<file path="config.mk">
export PLATFORM = sky130hd
export DESIGN_NAME = decode_stage
export DESIGN_NICKNAME = d
export VERILOG_FILES = /design/src/rtl/decode_stage.sv
export SDC_FILE = /design/constraint.sdc
export NUM_CORES = 1
export LEC_CHECK = 0
export BUFFER_PORTS_ARGS = -buffer_cell sky130_fd_sc_hd__clkbuf_2
export CORE_MARGIN = 5
export CORE_UTILIZATION = 50
export DETAILED_ROUTE_END_ITERATION = 6
export GPL_ROUTABILITY_DRIVEN = 0
export PLACE_DENSITY_LB_ADDON = 0.15
export SYNTH_ARGS = -nofsm -noshare
export SYNTH_HDL_FRONTEND = slang
export SYNTH_SLANG_ARGS = --single-unit
export TNS_END_PERCENT = 30
</file>
<file path="constraint.sdc">
create_clock -name clk -period 4.1 [get_ports clk]
set_clock_uncertainty 0.15 [all_clocks]
set_input_delay 0.205 -clock clk [delete_from_list [all_inputs] [get_ports clk]]
set_output_delay 0.205 -clock clk [all_outputs]
set_load 0.05 [all_outputs]
</file>
<file path="src/rtl/decode_stage.sv">
// RV32I/RV64I decode stage with a 2-entry registered output buffer between fetch and issue.
// Optional macro DECODE_M_EXT_EN enables decoding of the M extension (class MUL).
module decode_stage #(
  parameter int unsigned XLEN = 32
) (
  input  logic            clk,
  input  logic            reset,
  input  logic            flush_i,
  input  logic            in_valid_i,
  output logic            in_ready_o,
  input  logic [31:0]     instr_i,
  input  logic [XLEN-1:0] pc_i,
  output logic            out_valid_o,
  input  logic            out_ready_i,
  output logic [XLEN-1:0] out_pc_o,
  output logic [4:0]      out_rd_o,
  output logic [4:0]      out_rs1_o,
  output logic [4:0]      out_rs2_o,
  output logic            out_rd_v_o,
  output logic            out_rs1_v_o,
  output logic            out_rs2_v_o,
  output logic [XLEN-1:0] out_imm_o,
  output logic [2:0]      out_class_o,
  output logic [2:0]      out_funct3_o,
  output logic            out_alt_o,
  output logic            out_word_o,
  output logic            out_illegal_o
);

  typedef enum logic [2:0] {
    CLS_ALU    = 3'd0,
    CLS_BRANCH = 3'd1,
    CLS_JUMP   = 3'd2,
    CLS_LOAD   = 3'd3,
    CLS_STORE  = 3'd4,
    CLS_UPPER  = 3'd5,
    CLS_MUL    = 3'd6
  } op_class_e;

  typedef enum logic [2:0] {
    IMM_NONE, IMM_I, IMM_S, IMM_B, IMM_U, IMM_J
  } imm_sel_e;

  typedef struct packed {
    logic [XLEN-1:0] pc;
    logic [4:0]      rd;
    logic [4:0]      rs1;
    logic [4:0]      rs2;
    logic            rd_v;
    logic            rs1_v;
    logic            rs2_v;
    logic [XLEN-1:0] imm;
    op_class_e       cls;
    logic [2:0]      funct3;
    logic            alt;
    logic            word;
    logic            illegal;
  } entry_t;

`ifdef DECODE_M_EXT_EN
  localparam logic MExtEn = 1'b1;
`else
  localparam logic MExtEn = 1'b0;
`endif

  logic [6:0] opcode;
  logic [2:0] funct3;
  logic [6:0] funct7;
  entry_t     dec;
  imm_sel_e   imm_sel;
  logic       legal;
  logic       rv64_op;

  assign opcode = instr_i[6:0];
  assign funct3 = instr_i[14:12];
  assign funct7 = instr_i[31:25];

  always_comb begin
    dec       = '0;
    imm_sel   = IMM_NONE;
    legal     = 1'b1;
    rv64_op   = 1'b0;
    dec.pc     = pc_i;
    dec.rd     = instr_i[11:7];
    dec.rs1    = instr_i[19:15];
    dec.rs2    = instr_i[24:20];
    dec.funct3 = funct3;
    dec.alt    = instr_i[30];
    dec.cls    = CLS_ALU;

    case (opcode)
      7'b0110011, 7'b0111011: begin
        rv64_op   = (opcode == 7'b0111011);
        dec.rd_v  = 1'b1;
        dec.rs1_v = 1'b1;
        dec.rs2_v = 1'b1;
        if (funct7 == 7'b0000000 || funct7 == 7'b0100000) begin
          dec.cls = CLS_ALU;
        end else if (funct7 == 7'b0000001 && MExtEn) begin
          dec.cls = CLS_MUL;
        end else begin
          legal = 1'b0;
        end
      end
      7'b0010011, 7'b0011011: begin
        rv64_op   = (opcode == 7'b0011011);
        dec.rd_v  = 1'b1;
        dec.rs1_v = 1'b1;
        imm_sel   = IMM_I;
        // RV32 shamt is 5 bits; bit 25 set is a reserved encoding
        if (XLEN == 32 && funct3[1:0] == 2'b01 && instr_i[25]) legal = 1'b0;
      end
      7'b0000011: begin
        dec.cls   = CLS_LOAD;
        dec.rd_v  = 1'b1;
        dec.rs1_v = 1'b1;
        imm_sel   = IMM_I;
      end
      7'b0100011: begin
        dec.cls   = CLS_STORE;
        dec.rs1_v = 1'b1;
        dec.rs2_v = 1'b1;
        imm_sel   = IMM_S;
      end
      7'b1100011: begin
        dec.cls   = CLS_BRANCH;
        dec.rs1_v = 1'b1;
        dec.rs2_v = 1'b1;
        imm_sel   = IMM_B;
      end
      7'b0110111, 7'b0010111: begin
        dec.cls  = CLS_UPPER;
        dec.rd_v = 1'b1;
        imm_sel  = IMM_U;
      end
      7'b1101111: begin
        dec.cls  = CLS_JUMP;
        dec.rd_v = 1'b1;
        imm_sel  = IMM_J;
      end
      7'b1100111: begin
        dec.cls   = CLS_JUMP;
        dec.rd_v  = 1'b1;
        dec.rs1_v = 1'b1;
        imm_sel   = IMM_I;
        if (funct3 != 3'b000) legal = 1'b0;
      end
      default: legal = 1'b0;
    endcase

    case (imm_sel)
      IMM_I:   dec.imm = XLEN'($signed(instr_i[31:20]));
      IMM_S:   dec.imm = XLEN'($signed({instr_i[31:25], instr_i[11:7]}));
      IMM_B:   dec.imm = XLEN'($signed({instr_i[31], instr_i[7], instr_i[30:25],
                                        instr_i[11:8], 1'b0}));
      IMM_U:   dec.imm = XLEN'($signed({instr_i[31:12], 12'h000}));
      IMM_J:   dec.imm = XLEN'($signed({instr_i[31], instr_i[19:12], instr_i[20],
                                        instr_i[30:21], 1'b0}));
      default: dec.imm = '0;
    endcase

    if (instr_i[1:0] != 2'b11 || (rv64_op && XLEN != 64)) legal = 1'b0;
    dec.word = rv64_op & legal;
    dec.rd_v = dec.rd_v & (instr_i[11:7] != 5'd0);

    if (!legal) begin
      dec.rd_v    = 1'b0;
      dec.rs1_v   = 1'b0;
      dec.rs2_v   = 1'b0;
      dec.cls     = CLS_ALU;
      dec.imm     = '0;
      dec.illegal = 1'b1;
    end
  end

  entry_t     mem_q [2];
  logic       head_q;
  logic [1:0] count_q;
  logic [1:0] count_d;
  logic       in_ready_q;
  logic       push;
  logic       pop;
  logic       tail;
  entry_t     head;

  assign out_valid_o = (count_q != 2'd0);
  assign in_ready_o  = in_ready_q;
  assign push        = in_valid_i & in_ready_q & ~flush_i;
  assign pop         = out_valid_o & out_ready_i & ~flush_i;
  assign tail        = head_q ^ count_q[0];

  always_comb begin
    count_d = count_q + {1'b0, push} - {1'b0, pop};
  end

  // Ready is registered from the next count, so a pop at full never frees a same-cycle push
  always_ff @(posedge clk) begin
    if (reset) begin
      count_q    <= '0;
      head_q     <= 1'b0;
      in_ready_q <= 1'b1;
      mem_q[0]   <= '0;
      mem_q[1]   <= '0;
    end else if (flush_i) begin
      count_q    <= '0;
      head_q     <= 1'b0;
      in_ready_q <= 1'b1;
    end else begin
      if (push) mem_q[tail] <= dec;
      if (pop) head_q <= ~head_q;
      count_q    <= count_d;
      in_ready_q <= (count_d < 2'd2);
    end
  end

  assign head          = mem_q[head_q];
  assign out_pc_o      = head.pc;
  assign out_rd_o      = head.rd;
  assign out_rs1_o     = head.rs1;
  assign out_rs2_o     = head.rs2;
  assign out_rd_v_o    = head.rd_v;
  assign out_rs1_v_o   = head.rs1_v;
  assign out_rs2_v_o   = head.rs2_v;
  assign out_imm_o     = head.imm;
  assign out_class_o   = head.cls;
  assign out_funct3_o  = head.funct3;
  assign out_alt_o     = head.alt;
  assign out_word_o    = head.word;
  assign out_illegal_o = head.illegal;

endmodule

</file>
; ---- Yosys cells after proc, flatten, opt, wreduce, memory -nomap -nowiden
; Memory sizes are Yosys's and may differ from the RTL's. A register that Yosys moved wholly into a read port is not among the register bits.
; Cells that the tools add are included.
[word_totals]
register_bits = 4
ramBits = 182
inputBits = 69
out_inout_bits = 93
n_memories = 1
[memory_table]
columns = memory, words, width, rd, rd_ports_with_merged_regs, wr, line
row1 = mem_q, 2, 91, 1, 1, 2, 176  ; entry_t mem_q [2];
[op_classes]
addsub = 2
order_cmp = 1
n_eq_ne = 19
n_mux = 25
bitwise = 9
n_reduce_logical = 18
[op_table]
columns = cell, n
row1 = case mux 32 bit (5 select lines), 1
row2 = 2-to-1 mux 91 bit, 1
row3 = OR reduction 91 bit, 1
row4 = 2-to-1 mux 38 bit, 1
row5 = equality test 7 x 6 -> 1 bit (second input constant), 5
row6 = case mux 3 bit (5 select lines), 2
row7 = equality test 7 x 5 -> 1 bit (second input constant), 3
row8 = equality test 7 bit (second input constant), 3
row9 = 2-to-1 mux 1 bit, 18
row10 = OR reduction 2 bit, 5
row11 = OR reduction 9 bit, 1
row12 = OR reduction 4 bit, 2
row13 = OR reduction 8 bit, 1
row14 = equality test 7 x 2 -> 1 bit (second input constant), 1
row15 = logical NOT 7 bit, 1
row16 = bitwise AND 1 bit, 6
row17 = equality test 3 x 2 -> 1 bit (second input constant), 2
row18 = equality test 3 bit (second input constant), 2
row19 = OR reduction 6 bit, 1
row20 = nonzero test 5 bit, 1
row21 = case mux 1 bit (4 select lines), 1
row22 = equality test 3 x 1 -> 1 bit (second input constant), 1
row23 = nonzero test 3 bit, 1
row24 = adder 2 x 1 -> 2 bit, 1
row25 = other kinds (10), 12

; ---- Depth between registers and ports, before layout
; Gate-level depths: netlist of the first run.
[logic_depth]
word_depth = 8
mapped_depth = 10
ltp_nobuf = 10

; ---- Worst setup path before layout of the first run
; No wires, ideal clock.
[synth_path]
path_type = register to register
start = register in_ready_q, in the netlist in_ready_o
end = memory mem_q[0][0] in the netlist's numbering, enable pin
arrival_time_ps = 3109
required_time_ps = 3485
path_slack_ps = 375
stages_incl_launch_ff = 3
n_path_buf = 0
path_cell_list = dfxtp_1 nand4_1 nand2b_1
[synth_lines]
columns = element, line
row1 = start: declaration, 180  ; logic in_ready_q;
row2 = start signal: assignment, 212  ; in_ready_q <= (count_d < 2'd2);
row3 = end: declaration, 176

==> results.toml, run 1 <==
[cts]
clk_pin_slew_ns = 0.07
cts_tree = "built"
cts_buffers = 17
cts_htree_levels = 4
cts_sinks = 187
clockBufferDepth = 2
insertion_delay_ns = 0.42
root_buffer = "clkbuf_16"

[worst_setup_path]
arrival_ns = 2.36
cp-start-kind = "flop"
crit_required_ns = 3.74
critPathCaptureType = "output pin"
r2r_start = "count_q[0]$_SDFF_PP0_"
cp_max_fo = 57
critPathKind = "reg2out"

[layout]
finalNetCount = 893
fillers = 1358
n_antenna_cell = 0
area_delta_synth_final_pct = 24.5
layout-drive-gt1-share = 0.378

[yosys]
synth_cells = 626
avgSynthCellArea_um2 = 13.9
synth.distinct_cells = 60
synth_area_um2 = 8700
synth_most_common_cell = "edfxtp_1"
netlist_top_cells_count = "182 x edfxtp_1, 101 x and2_1, 91 x mux2_2, 39 x a21oi_1, 36 x nor2_1"
synth-async-reset-ratio = 0
ys_dominant_reg_cell = "edfxtp_1"
ys_top_cells_by_area = "edfxtp_1 63%, mux2_2 12%, and2_1 7.3%"
yosys_warnings = 0
synth-edff-count = 182
synth_top_area_frac = 0.628
synth_top_cell_by_area = "edfxtp_1"
ys_seq_area_frac = 0.640
ys_seq_elements = 187

[hold_path]
hp-class = "in2reg"
hp-start = "instr_i[29]"

[global_route]
globalRoute.totalOverflow = 0
grt_usage = 0.202
grt_pass1_vias = 5872
grt_max_degree = 58
grt_antenna_before_repair = 0
grt_pass1_wl_mm = 31.3

[placement]
place_ws_ns = 1.41
place_hpwl_mm = 13.2
io_buffers = 161

[floorplanning]
die_w_um = 142
num_io_pins = 162
dieArea_um2 = 20100
fp.coreArea_um2 = 17200
die_h_um = 142
start_util = 0.506
rows = 48

[power_and_ir_drop]
ir_drop_v = 0.000278
power_density_nw_per_um2 = 425
fin_total_pwr_mw = 4.61
p_leak_nw = 4.27

[route]
postRouteWirelength_mm = 20.2
ant_nets = 0
wl_per_cell_um = 19.0
drt-vias-per-instance = 5.38
vias = 5701
drcViolationCount = 0
drt_pass1_iterations = 7
drt-initial-drc-count = 342

[sta]
worst_slew_pin_slew_ns = 1.16
slew_headroom = 0.222
tns_ns = 0
maxSlewViolCount = 0
max_freq_ghz = 0.368
setup_viol = 0
finalCriticalPeriod_ns = 2.72
min_period_over_period = 0.663
fin_ws_ns = 1.38
finalHoldViolCount = 0
grt_setup_unrepaired = "no"

[outcome]
status = "completed"

[flow_run]
cap_viol_max_count = 0
-- worst paths after layout --
path | slack (ns) | end | cells after the start
max reg2reg | 1.62 | mem_q[1][83]$_SDFFCE_PN0P_ | 4
min reg2reg | 0.43 | in_ready_o$_SDFF_PP1_ | 2
min | 0.004 | mem_q[0][18]$_SDFFCE_PN0P_ | 2
max | 1.38 | out_imm_o[3] | 3
-- routing by layer --
layer | share of wire | routed length (um) | GRT usage
met5 | 0 | 0 | 0
met4 | 0.013 | 263 | 0.0586
met3 | 0.059 | 1190 | 0.0377
met2 | 0.51 | 10300 | 0.351
met1 | 0.42 | 8420 | 0.260
-- repair_timing --
action | CTS | global route
resized for setup | 0 | 0
hold buffers | 45 | 0
endpoints found under the hold margin | 86 | 0
buffers inserted | 0 | 0
-- stage by stage --
stage,hold slack [ns],util,std cells,area (um2)
after floorplan,0.132,-,627,8700
after global placement,0.340,0.565,983,9710
after detailed placement,0.345,0.565,983,9710
after CTS,0.00268,0.630,1059,10800
after global routing,0.00891,0.630,1059,10800
final,0.00426,0.630,1059,10800
-- cell families after synthesis --
group,share of synthesized area
compound gates,0.0637
mux,0.118
other cells,0.000431
simple gates,0.144
fa+ha+maj,0.00288
xor+xnor,0.00691
buf+inv,0.0246
flops,0.640
-- sequential cells by signal (all words and copies together) (netlist names), named ones only --
| register | cells |
|---|---|
| mem_q | 182 |
| count_q | 2 |
| head_q | 1 |
| in_ready_o | 1 |
-- area by class of cell --
cell class,count,area (um2),share of cell area
sequential,187,5570,0.514
multi-input combinational,397,2950,0.272
inverter,5,18.8,0.00173
tap,225,282,0.0260
clock buffer,17,425,0.0393
timing repair buffer,214,1340,0.124
clock inverter,14,244,0.0225
-- power breakdown --
part           switching (mW)  leakage [nW]  internal (mW)
registers              0.0233          1.93           2.18
clock network           0.701         0.325           1.15
logic                   0.385          2.01          0.165
-- worst max-delay path, cell delays in order, from the launching register on --
cell      delay [ns]
dfxtp_4         0.86
buf_4           0.42
mux2_2          0.39
clkbuf_2        0.24
-- cells in the final DEF, fill, tap and decap left out, drive strengths merged, types with 6 or more instances in the layout --
cell type	n
clkbuf	178
mux2	91
dlygate4sd3	45
edfxtp	182
buf	8
a21oi	44
nor2b	6
and3	15
nor2	36
bufinv	6
nand2	27
nor3	7
and2	102
inv	7
Note: power is estimated with default switching activity, not from simulation.
==> inputs of run 2 (changes only) <==
ABC_AREA = 1   (was unset)
clock period = 2.7 ns   (was 4.1 ns; I/O delays follow)
==> run 2 against run 1 <==
Against the previous run:
- final cell count up 13%
- die area shrank 1.4%
- combinational power is 54% higher
- sequential power rose by 52%
- core utilization is 2.2 points higher
- synthesized cell count grew 19%
- sequential cell count did not move
- register-to-register slack got worse by 0.94 ns
- synthesized area is 1.5% lower
- critical endpoint is now out_imm_o[4]
- largest power group unchanged
==> results.toml, run 2 <==
[route]
ant_nets = 0
dr.max_layer_used = "met4"
drt-initial-drc-count = 430
drt_pass1_iterations = 6
vias = 6165
drt-vias-per-instance = 5.16
drcViolationCount = 0
met3WireLength_mm = 1.51
postRouteWirelength_mm = 20.3
wl_met1_mm = 8.40
wl_per_cell_um = 17.0
wl_met2_mm = 10.0

[worst_setup_path]
r2r_start = "in_ready_o$_SDFF_PP1_"
r2r_setup_slack_ns = 0.68
worstRegToRegCells = 7
cp_slowest_cell = "dfxtp_4"
cp-start-kind = "flop"
cp_cell_sequence = "buf_12 > mux2_2 > clkbuf_2"
critPathKind = "reg2out"
reg2reg_to = "mem_q[1][64]$_SDFFCE_PN0P_"
arrival_ns = 1.99
cp_max_fo = 34
crit_required_ns = 2.41
critPathTopFamily = "flip-flops"
critPathCaptureType = "output pin"
cp_slowest_stage_delay_ns = 0.61
cp_num_buf_inv = 2

[placement]
dpl_cell_area_um2 = 9680
dp_cells = 1104
place_hpwl_mm = 13.4
io_buffers = 161

[yosys]
netlist_top_cells_count = "211 x nor2_1, 182 x edfxtp_1, 91 x mux2_2, 69 x inv_1, 50 x nand2_1"
synth_top_cell_by_area = "edfxtp_1"
yosys_warnings = 0
synth-edff-count = 182
avgSynthCellArea_um2 = 11.5
ys_seq_area_frac = 0.650
ys_seq_elements = 187
ys_dominant_reg_cell = "edfxtp_1"
synth_top_area_frac = 0.638
synth_area_um2 = 8560
synth-async-reset-ratio = 0
synth_most_common_cell = "nor2_1"
synth_cells = 747
synth.distinct_cells = 26
ys_top_cells_by_area = "edfxtp_1 64%, mux2_2 12%, nor2_1 9.2%"

[flow_run]
cap_viol_max_count = 0

[layout]
largest_reg_flops = 182
reg.largest.list = "mem_q (182), count_q (2)"
final_cell_mix = "211 x nor2_1, 182 x edfxtp_1, 161 x clkbuf_2"
postLayoutCoreUtil = 0.652
fin_cells = 1195
n_antenna_cell = 0
final_common_cell = "nor2_1"
finalNetCount = 1033
layout-drive-gt1-share = 0.321
top_register = "mem_q"
fin_area_um2 = 10900
area_delta_synth_final_pct = 27.2
fillers = 1310

[global_route]
grt_pass1_wl_mm = 32.2
grt_antenna_before_repair = 0
grt_pass1_vias = 6225
grt_usage = 0.208
grt_max_degree = 90
globalRoute.totalOverflow = 0

[hold_path]
hp-class = "in2reg"
hp-start = "reset"
min_to = "mem_q[0][6]$_SDFFCE_PN0P_"
hold_depth = 4

[floorplanning]
start_util = 0.513
die_w_um = 141
rows = 47
fp.coreArea_um2 = 16700
die_h_um = 141
num_io_pins = 162
dieArea_um2 = 19800

[cts]
root_buffer = "clkbuf_16"
cts_htree_levels = 4
cts_buffers = 17
cts_sinks = 187
cts_tree = "built"
clk_pin_slew_ns = 0.06
insertion_delay_ns = 0.43
clockBufferDepth = 2

[power_and_ir_drop]
p_leak_nw = 4.65
power_density_nw_per_um2 = 625
ir_drop_v = 0.000457
fin_total_pwr_mw = 6.81

[sta]
finalCriticalPeriod_ns = 2.28
worst_slew_pin_slew_ns = 0.709
max_freq_ghz = 0.439
min_period_over_period = 0.843
maxSlewViolCount = 0
grt_setup_unrepaired = "no"
slew_headroom = 0.527
whs_ns = 0.0391
setup_viol = 0
finalHoldViolCount = 0

[outcome]
status = "completed"
==> run 2: through the flow <==
| step | worst slack, ns | TNS (ns) |
|---|---|---|
| after floorplan | -0.325 | -29.57 |
| after global placement | 0.724 | 0 |
| after detailed placement | 0.644 | 0 |
| after CTS | 0.378 | 0 |
| after global routing | 0.339 | 0 |
| final | 0.423 | 0 |
==> run 2: cell type report <==
cell class                      count  area [um2]  area share
Sequential cell                   187        5570       0.511
Multi-Input combinational cell    449        2580       0.237
Timing Repair Buffer              233        1570       0.144
Clock buffer                       17         425      0.0390
Inverter                           74         278      0.0255
Tap cell                          220         275      0.0253
Clock inverter                     15         195      0.0179
==> run 2: where the power goes <==
group / internal (mW) / total [mW] / switching (mW) / leakage, nW
logic: 0.254 / 0.847 / 0.593 / 2.41
clock network: 1.55 / 2.61 / 1.06 / 0.307
registers: 3.31 / 3.35 / 0.0323 / 1.94
==> run 2: worst max-delay path by stage <==
stage / startpoint / endpoint / slack (ns) / depth (start not counted)
3_3_place_gp: instr_i[6] / mem_q[0][40]$_SDFFCE_PN0P_ / 0.72 / 13
2_1_floorplan: in_ready_o$_SDFF_PP1_ / mem_q[0][0]$_SDFFCE_PN0P_ / -0.32 / 5
6_report: flop / out_imm_o[4] / 0.42 / 3
3_5_place_dp: instr_i[6] / mem_q[0][42]$_SDFFCE_PN0P_ / 0.64 / 13
4_1_cts: flop / out_imm_o[4] / 0.38 / 3
5_1_grt: flop / out_imm_o[4] / 0.34 / 3
==> run 2: kinds of logic (layout without fill, tap and decap cells) <==
| logic type | after synthesis | in the layout | synth area share |
|---|---|---|---|
| xor gates and xnor gates | 3 | 3 | 0.00307 |
| DFF | 187 | 187 | 0.650 |
| buffers and inverters | 112 | 339 | 0.0516 |
| adders and majority gates | 2 | 2 | 0.00292 |
| muxes | 91 | 91 | 0.120 |
| AOI/OAI and AO/OA | 26 | 26 | 0.0155 |
| and+or+nand+nor | 325 | 325 | 0.157 |
| other | 1 | 2 | 0.000438 |
==> run 2: worst register-to-register path, stage by stage, from the launching register on <==
cell      delay [ns]
dfxtp_1         0.33
nand3b_1        0.10
nor2_1          0.25
inv_1           0.08
nor2_1          0.16
inv_2           0.09
nand2_4         0.08
buf_4           0.39
==> run 2: what timing repair did <==
item	4_1_cts	5_1_grt
setup endpoints to repair	0	0
hold endpoints to repair	114	0
buffers inserted	0	0
hold buffers	59	0
gates resized for setup	0	0
==> run 2: metal layers <==
layer  global-route usage  up-vias
li1                     -     2958
met3               0.0566       27
met2                0.343      257
met1                0.272     2923
met5                    0        -
met4               0.0617        0
==> inputs of run 3 (changes only) <==
clock period = 2 ns   (was 2.7 ns; I/O delays follow)
==> run 3 against run 2 <==
Against the previous run:
- non-clock buffer count increased by 15
- count of clock-buffer cells in the layout is 2 higher
- design area increased by 1.8%
- sequential share of layout area fell by 0.87 points
- sequential cell count unchanged
- die area unchanged
- sequential power rose by 35%
- clock power increased by 23%
- via count up 1.3%
- final cell count rose by 1.3%
- critical path type unchanged
- highest routed layer unchanged
==> results.toml, run 3 (synthesis gave the netlist of run 2 again) <==
[worst_setup_path]
critPathCaptureType = "output pin"
crit_required_ns = 1.75
worstRegToRegCells = 9
critPathKind = "reg2out"
cp_max_fo = 27
critPathTopFamily = "flip-flops"
cp_slowest_cell = "dfxtp_4"
cp_slowest_stage_delay_ns = 0.45
arrival_ns = 1.72
cp_num_buf_inv = 2
cp_cell_sequence = "buf_12 > mux2_2 > buf_2"
reg2reg_to = "in_ready_o$_SDFF_PP1_"
r2r_setup_slack_ns = 0.13
cp-start-kind = "flop"
r2r_start = "count_q[1]$_SDFF_PP0_"

[placement]
place_hpwl_mm = 14.2
io_buffers = 161
place_ws_ns = -0.0754

[layout]
ff_latch_area_um2 = 5570
final_cell_mix = "209 x nor2_1, 182 x edfxtp_1, 116 x clkbuf_2"
layout-drive-gt1-share = 0.337
multiInputGateArea_um2 = 2610
area_delta_synth_final_pct = 29.5
finalNetCount = 1048
fillers = 1267
reg.largest.list = "mem_q (182), count_q (2)"
final_common_cell = "nor2_1"
largest_reg_flops = 182
postLayoutCoreUtil = 0.664
n_antenna_cell = 0
top_register = "mem_q"

[power_and_ir_drop]
power_density_nw_per_um2 = 805
p_leak_nw = 4.73
ir_drop_v = 0.000673

[floorplanning]
dieArea_um2 = 19800
rows = 47
num_io_pins = 162
fp.coreArea_um2 = 16700
die_w_um = 141
die_h_um = 141
start_util = 0.513

[sta]
fin_ws_ns = 0.0254
setup_viol = 0
worst_slew_pin_slew_ns = 0.514
min_period_over_period = 0.987
finalHoldViolCount = 0
maxSlewViolCount = 0
finalCriticalPeriod_ns = 1.97
max_freq_ghz = 0.506
slew_headroom = 0.657
grt_setup_unrepaired = "yes"

[outcome]
status = "completed"

[cts]
cts_tree = "built"
root_buffer = "clkbuf_16"
cts_sinks = 187
cts_htree_levels = 4
insertion_delay_ns = 0.42
clk_pin_slew_ns = 0.06
cts_buffers = 17
clockBufferDepth = 2

[global_route]
grt_antenna_before_repair = 0
grt_usage = 0.216
grt_pass1_wl_mm = 33.2
globalRoute.totalOverflow = 0
grt_pass1_vias = 6363
grt_max_degree = 46

[route]
drt-initial-drc-count = 418
ant_nets = 0
drt-vias-per-instance = 5.16
postRouteWirelength_mm = 20.9
vias = 6243
drt_pass1_iterations = 5
wl_per_cell_um = 17.2
drcViolationCount = 0

[flow_run]
cap_viol_max_count = 0

[hold_path]
hp-start = "instr_i[31]"
hold_depth = 3
hp-class = "in2reg"
min_to = "mem_q[1][40]$_SDFFCE_PN0P_"
-- run 3: changes by cell type in the layout (fill, tap and decap cells not counted), sizes merged --
cell and change:
bufinv -3, buf +42, inv -1, clkinvlp +2, clkbuf -26, dlygate4sd3 +1
-- run 3: cell type report --
cell class,count,area share
clock buffer,19,0.0408
clock inverter,13,0.0106
inverter,74,0.0250
multi-input combinational,449,0.235
sequential,187,0.502
tap,220,0.0248
timing repair buffer,248,0.161
-- run 3: power by group --
part,internal (mW),switching (mW)
Combinational,0.378,0.815
Sequential,4.47,0.0425
Clock,1.79,1.43
-- run 3: timing repair --
item	CTS	global route
endpoints found under the setup margin	71	46
pin swaps	0	1
buffers inserted	2	0
hold buffers	60	0
hold endpoints to repair	118	0
gates cloned	1	0
gates resized for setup	17	32
-- run 3: worst max-delay path by stage --
stage,start,endpoint,slack [ns],cells past startpoint
after global placement,instr_i[3],mem_q[0][40]$_SDFFCE_PN0P_,0.03,13
after CTS,flop,out_pc_o[17],-0.02,3
final,flop,out_imm_o[10],0.03,3
after global routing,count_q[1]$_SDFF_PP0_,in_ready_o$_SDFF_PP1_,-0.03,9
after detailed placement,instr_i[3],mem_q[0][24]$_SDFFCE_PN0P_,-0.08,13
after floorplan,in_ready_o$_SDFF_PP1_,mem_q[0][0]$_SDFFCE_PN0P_,-0.006,5
-- run 3: worst reg2reg max path, cell delays in order (launching register included) --
cell and delay [ns]:
dfxtp_1 0.32, or2_2 0.31, nand2_2 0.09, nor2_1 0.06, ha_1 0.27, inv_1 0.04
ha_1 0.17, xor2_1 0.16, nor2_1 0.15, inv_1 0.05
-- run 3: layer usage --
| metal | vias to the layer above | share of wire | GRT usage |
|---|---|---|---|
| li1 | 2993 | - | - |
| met1 | 2995 | 0.42 | 0.283 |
| met2 | 226 | 0.50 | 0.366 |
| met3 | 29 | 0.060 | 0.0369 |
| met4 | 0 | 0.021 | 0.0739 |
| met5 | - | 0 | 0 |
-- run 3: metrics by stage --
| step | hold WS [ns] | power [mW] | instance area [um2] | setup TNS, ns | std cells |
|---|---|---|---|---|---|
| after floorplan | 0.111 | 5.33 | 8620 | -0.551 | 748 |
| after global placement | 0.250 | 5.67 | 9830 | 0 | 1115 |
| after detailed placement | 0.252 | 5.69 | 9830 | -2.22 | 1115 |
| after CTS | 0.0224 | 8.98 | 11100 | -0.252 | 1210 |
| after global routing | 0.0719 | 9.24 | 11100 | -0.185 | 1210 |
| final | 0.0384 | 8.93 | 11100 | 0 | 1210 |
